### config.mk
export PLATFORM = sky130hd
export DESIGN_NAME = seg_display_ctrl
export DESIGN_NICKNAME = d
export VERILOG_FILES = /design/src/rtl/seg_display_ctrl.sv
export SDC_FILE = /design/constraint.sdc
export NUM_CORES = 1
export LEC_CHECK = 0
export BUFFER_PORTS_ARGS = -buffer_cell sky130_fd_sc_hd__clkbuf_2
export CAP_MARGIN = 15
export CORE_MARGIN = 2
export CORE_UTILIZATION = 55
export DETAILED_ROUTE_END_ITERATION = 16
export PLACE_DENSITY = 0.81
export REMOVE_ABC_BUFFERS = 1
export SYNTH_ARGS = -nofsm -noshare
export SYNTH_HDL_FRONTEND = slang
export SYNTH_SLANG_ARGS = --single-unit
### constraint.sdc
create_clock -name clock -period 2.1 [get_ports clock]
set_input_delay 0.315 -clock clock [delete_from_list [all_inputs] [get_ports clock]]
set_output_delay 0.315 -clock clock [all_outputs]
set_load 0.005 [all_outputs]
### src/rtl/seg_display_ctrl.sv
// seg_display_ctrl: multi-digit seven-segment display controller.
// Holds NUM_DIGITS 4-bit digit registers written through a single-cycle
// port (word, digit, control and scroll-in writes) and drives registered
// active-low segment buses with global enable, leading-zero suppression
// and per-digit blinking.
// Optional feature macro: SEG_BLINK_EN (blink counter, blink phase and the
// per-digit blink mask). Without it blink_phase is 0 and the mask reads 0.
module seg_display_ctrl #(
  parameter int NUM_DIGITS = 8,
  parameter int ADDR_W     = 3,
  parameter int BLINK_DIV  = 2500000
) (
  input  logic                    clock,
  input  logic                    resetn,
  input  logic                    wr_en,
  input  logic [1:0]              wr_mode,
  input  logic [ADDR_W-1:0]       wr_addr,
  input  logic [4*NUM_DIGITS-1:0] wr_data,
  output logic [7*NUM_DIGITS-1:0] seg,
  output logic [4*NUM_DIGITS-1:0] digit_value,
  output logic                    blink_phase
);

  localparam logic [1:0] MODE_WORD  = 2'b00;
  localparam logic [1:0] MODE_DIGIT = 2'b01;
  localparam logic [1:0] MODE_CTRL  = 2'b10;
  localparam logic [1:0] MODE_SCRL  = 2'b11;

  // Hex to seven-segment (g..a, 0 = lit).
  function automatic logic [6:0] hex7(input logic [3:0] v);
    logic [6:0] s;
    case (v)
      4'h0:    s = 7'h40;
      4'h1:    s = 7'h79;
      4'h2:    s = 7'h24;
      4'h3:    s = 7'h30;
      4'h4:    s = 7'h19;
      4'h5:    s = 7'h12;
      4'h6:    s = 7'h02;
      4'h7:    s = 7'h78;
      4'h8:    s = 7'h00;
      4'h9:    s = 7'h10;
      4'hA:    s = 7'h08;
      4'hB:    s = 7'h03;
      4'hC:    s = 7'h46;
      4'hD:    s = 7'h21;
      4'hE:    s = 7'h06;
      4'hF:    s = 7'h0E;
      default: s = 7'h7F;
    endcase
    return s;
  endfunction

  logic [NUM_DIGITS-1:0][3:0] digit_q, digit_d;
  logic                       ctrl_en_q, ctrl_en_d;
  logic                       ctrl_lz_q, ctrl_lz_d;
  logic [NUM_DIGITS-1:0]      ctrl_blink_s;
  logic                       blink_phase_s;
  logic [7*NUM_DIGITS-1:0]    seg_q, seg_d;
  logic                       ctrl_wr_s;

  assign ctrl_wr_s = wr_en && (wr_mode == MODE_CTRL);

`ifdef SEG_BLINK_EN
  localparam int CNT_W = $clog2(BLINK_DIV);

  logic [NUM_DIGITS-1:0] ctrl_blink_q, ctrl_blink_d;
  logic [CNT_W-1:0]      blink_cnt_q, blink_cnt_d;
  logic                  blink_phase_q, blink_phase_d;

  // Blink divider: a control write restarts it even on a wrap cycle.
  always_comb begin
    blink_cnt_d   = blink_cnt_q;
    blink_phase_d = blink_phase_q;
    if (ctrl_wr_s) begin
      blink_cnt_d   = {CNT_W{1'b0}};
      blink_phase_d = 1'b0;
    end else if (blink_cnt_q == CNT_W'(BLINK_DIV - 1)) begin
      blink_cnt_d   = {CNT_W{1'b0}};
      blink_phase_d = ~blink_phase_q;
    end else begin
      blink_cnt_d   = blink_cnt_q + {{(CNT_W-1){1'b0}}, 1'b1};
      blink_phase_d = blink_phase_q;
    end
  end

  // Blink counter, phase and mask registers.
  always_ff @(posedge clock or negedge resetn) begin
    if (!resetn) begin
      blink_cnt_q   <= {CNT_W{1'b0}};
      blink_phase_q <= 1'b0;
      ctrl_blink_q  <= {NUM_DIGITS{1'b0}};
    end else begin
      blink_cnt_q   <= blink_cnt_d;
      blink_phase_q <= blink_phase_d;
      ctrl_blink_q  <= ctrl_blink_d;
    end
  end

  assign ctrl_blink_s  = ctrl_blink_q;
  assign blink_phase_s = blink_phase_q;
`else
  assign ctrl_blink_s  = {NUM_DIGITS{1'b0}};
  // BLINK_DIV has no influence when blinking is not built in.
  assign blink_phase_s = (BLINK_DIV < 2) ? 1'b0 : 1'b0;
`endif

  // Next-state decode of the write port.
  always_comb begin
    digit_d   = digit_q;
    ctrl_en_d = ctrl_en_q;
    ctrl_lz_d = ctrl_lz_q;
`ifdef SEG_BLINK_EN
    ctrl_blink_d = ctrl_blink_q;
`endif
    if (wr_en) begin
      case (wr_mode)
        MODE_WORD: begin
          for (int i = 0; i < NUM_DIGITS; i++) digit_d[i] = wr_data[4*i +: 4];
        end
        MODE_DIGIT: begin
          // Out-of-range addresses match no digit and are dropped.
          for (int i = 0; i < NUM_DIGITS; i++) begin
            if (wr_addr == ADDR_W'(i)) digit_d[i] = wr_data[3:0];
            else                       digit_d[i] = digit_q[i];
          end
        end
        MODE_CTRL: begin
          ctrl_en_d = wr_data[0];
          ctrl_lz_d = wr_data[1];
`ifdef SEG_BLINK_EN
          ctrl_blink_d = wr_data[NUM_DIGITS+1:2];
`endif
        end
        MODE_SCRL: begin
          digit_d[0] = wr_data[3:0];
          for (int i = 1; i < NUM_DIGITS; i++) digit_d[i] = digit_q[i-1];
        end
        default: digit_d = digit_q;
      endcase
    end else begin
      digit_d = digit_q;
    end
  end

  // Segment image: blanking by enable, then blink, then leading zeros.
  always_comb begin
    logic zero_above;
    logic blank;
    seg_d      = {(7*NUM_DIGITS){1'b1}};
    zero_above = 1'b1;
    blank      = 1'b0;
    for (int i = NUM_DIGITS - 1; i >= 0; i--) begin
      zero_above = zero_above && (digit_q[i] == 4'h0);
      if (!ctrl_en_q) begin
        blank = 1'b1;
      end else if (blink_phase_s && ctrl_blink_s[i]) begin
        blank = 1'b1;
      end else if (ctrl_lz_q && zero_above && (i != 0)) begin
        blank = 1'b1;
      end else begin
        blank = 1'b0;
      end
      seg_d[7*i +: 7] = blank ? 7'h7F : hex7(digit_q[i]);
    end
  end

  // Digit, control and segment output registers.
  always_ff @(posedge clock or negedge resetn) begin
    if (!resetn) begin
      digit_q   <= {(4*NUM_DIGITS){1'b0}};
      ctrl_en_q <= 1'b1;
      ctrl_lz_q <= 1'b0;
      seg_q     <= {(7*NUM_DIGITS){1'b1}};
    end else begin
      digit_q   <= digit_d;
      ctrl_en_q <= ctrl_en_d;
      ctrl_lz_q <= ctrl_lz_d;
      seg_q     <= seg_d;
    end
  end

  assign seg         = seg_q;
  assign digit_value = digit_q;
  assign blink_phase = blink_phase_s;

endmodule

==> metrics.yaml <==
status: "finished, final reports clean"
place_ws_ps: 59.6
hold_viol: 0
vias: 4575
cp_max_fo: 11
antenna_found_initial: 0
cp.required_ps: 2380
p_int_uw: 4940
num-nets-final: 721
numPortBuffers: 127
syn-instance-count: 503
gr-usage-all-layers_pct: 24.9
die_h_microns: 104
ios: 129
fp-row-count: 36
ir_drop_v: 0.000624
power.share.clock_pct: 16.6
finalSetupTns_ps: 0
cp-start-kind: "flop"
comb_power_share_pct: 43.4
clk_latency_ps: 380
place_hpwl_microns: 10000
pwr-share-seq_pct: 40.1
synth_edf_count: 0
core_area_sq_um: 9770
overflow: 0
ys_seq_elements: 90
cts_root_buf: "clkbuf_8"
cts_buffers: 9
slew_violations: 0
seq_area_frac_synth_pct: 41.9
postSynthAreaPerCell_sq_um: 11.0
initial_core_util_pct: 56.7
synth_top_flop_cell: "dfstp_2"
die_area_sq_um: 10900
num-fill-cells: 742
first_iter_violations: 226
diodes: 0
max_cap_violations: 0
r2r_setup_slack_ps: 120
worstSetupPathType: "reg2reg"
h-tree-depth: 3
wl_microns: 13900
avgRoutedWirePerCell_microns: 18.0
final_common_cell: "clkbuf_2"
area_growth_pct: 19.8
setup.worst_path.end_class: "flop"
rsz0062_at_grt: "false"
grt_pass1_wl_microns: 21600
die_w_microns: 104
ant_nets: 0
worst_pin_slew_ps: 1150
firstDrtPassIters: 5
setup_viol: 0
period_share_pct: 94.3
netlist_area_sq_um: 5540
viasPerCell: 5.91
cts_sinks: 90
async_flop_share_pct: 100
hold_class: "in2reg"
leakage_uw: 0.00296
drc_errors: 0
final.setup.worst_slack_ps: 119
max_freq_mhz: 505
cts_tree: "done"
crit_path_start: "digit_value[28]"
min_period_ps: 1980
yosys_warnings: 0
skew_ps: 11.2
ys_types: 53
p_sw_uw: 2930
r2r_end: "seg[15]"
switching_share_pct: 37.2
pwr_density_cell_nw_per_um2: 1190
routabilityCongestion: 0.912
first_global_vias: 4330
layout-drive-gt1-share_pct: 43.8
r2r_cells: 5
worstReg2RegStart: "digit_value[28]"
final_cell_mix: "clkbuf_2, dfstp_2, ha_1, inv_1, dfrtp_1"
crit_arrival_ps: 2260
grt_max_degree: 33
max_slew_margin_pct: 23.2
endpoint: "seg[15]"
path_clk_slew_ps: 90
cts_buffer_depth: 2
## cells by family (layout without fill, tap and decap cells)
kind of cell / count (synthesis) / in the layout / share of synthesized area (%)
compound gates: 127 / 128 / 18.5
simple gates: 106 / 106 / 10.9
flops: 90 / 90 / 41.9
buf+inv: 71 / 208 / 5.94
mux: 63 / 63 / 12.5
fa+ha+maj: 45 / 45 / 10.2
other cells: 1 / 1 / 0.0677
## power groups by stage
stage | Combinational [uW] | Sequential, uW | Clock, uW
floorplan | 1710 | 3350 | 0
detailed placement | 3330 | 3170 | 0
global route | 3760 | 3260 | 1380
CTS | 3350 | 3150 | 1320
finish | 3420 | 3150 | 1300
global placement | 3220 | 3150 | 0
## per-layer routing
layer	global-route usage [%]	up-vias	wire (microns)
li1	-	2127	-
met1	30.3	2228	5650
met2	41.4	183	6830
met3	5.89	37	1030
met4	12.2	0	411
met5	0	-	0
## critical path, stage by stage (launching register included)
cell and delay (ps):
dfrtp_1 470, inv_1 140, ha_1 270, and4bb_4 270, a41oi_4 510, o221ai_1 210
## metrics by stage
step	instance area (sq um)	hold slack [ps]	cells	utilization [%]	power, uW
after global placement	6350	282	754	65.0	6370
after detailed placement	6350	286	754	65.0	6510
final	6640	191	774	67.9	7870
after floorplan	5340	19.4	466	-	5060
after global routing	6640	191	774	67.9	8400
after CTS	6590	185	771	67.4	7820
## synth_stat cells (4+ instances only)
cell type / instances / area (sq um)
dfstp_2: 57 / 1500
ha_1: 45 / 563
dfrtp_1: 33 / 826
inv_1: 33 / 124
mux2_2: 31 / 349
mux2i_1: 30 / 300
nand2_1: 25 / 93.8
a221oi_1: 21 / 184
clkbuf_1: 20 / 75.1
nor2_1: 19 / 71.3
o211ai_1: 18 / 135
o311ai_0: 17 / 149
nand3_1: 14 / 70.1
nor2b_1: 14 / 87.6
o21ai_0: 12 / 60.1
o221ai_1: 12 / 105
a21oi_1: 11 / 55.1
nand2b_1: 9 / 56.3
a221o_1: 8 / 80.1
o21ai_1: 8 / 40.0
buf_2: 7 / 35.0
buf_6: 5 / 56.3
a21boi_2: 4 / 45.0
and2_1: 4 / 25.0
buf_4: 4 / 30.0
## flip-flops by register name, indices dropped and copies added, names as in the netlist
signal / flops
seg: 56
digit_value: 32
ctrl_en_q: 1
ctrl_lz_q: 1
## area by class of cell
cell class	instances	area [sq um]	area share, %
clock buffers	11	163	2.45
clock inverters	5	58.8	0.885
inverters	34	128	1.92
multi-input cells	343	2930	44.1
flip-flops and latches	90	2320	35.0
well taps	133	166	2.51
repair buffers	158	873	13.1
## what timing repair did
action,4_1_cts,5_1_grt
setup endpoints to repair,0,13
hold endpoints to repair,20,0
buffers inserted,0,2
hold buffers,1,0
gates resized for setup,0,3
## how the worst min path moves through the flow
stage | startpoint | to | slack [ps] | cells after the start
floorplan | resetn | ctrl_lz_q | 20 | 0
global placement | resetn | digit_value[27] | 280 | 1
detailed placement | resetn | digit_value[18] | 290 | 1
CTS | wr_data[3] | digit_value[3] | 180 | 2
global route | wr_data[3] | digit_value[3] | 190 | 2
finish | wr_data[3] | digit_value[3] | 190 | 2
No activity file was read; power rests on OpenSTA's default activity.
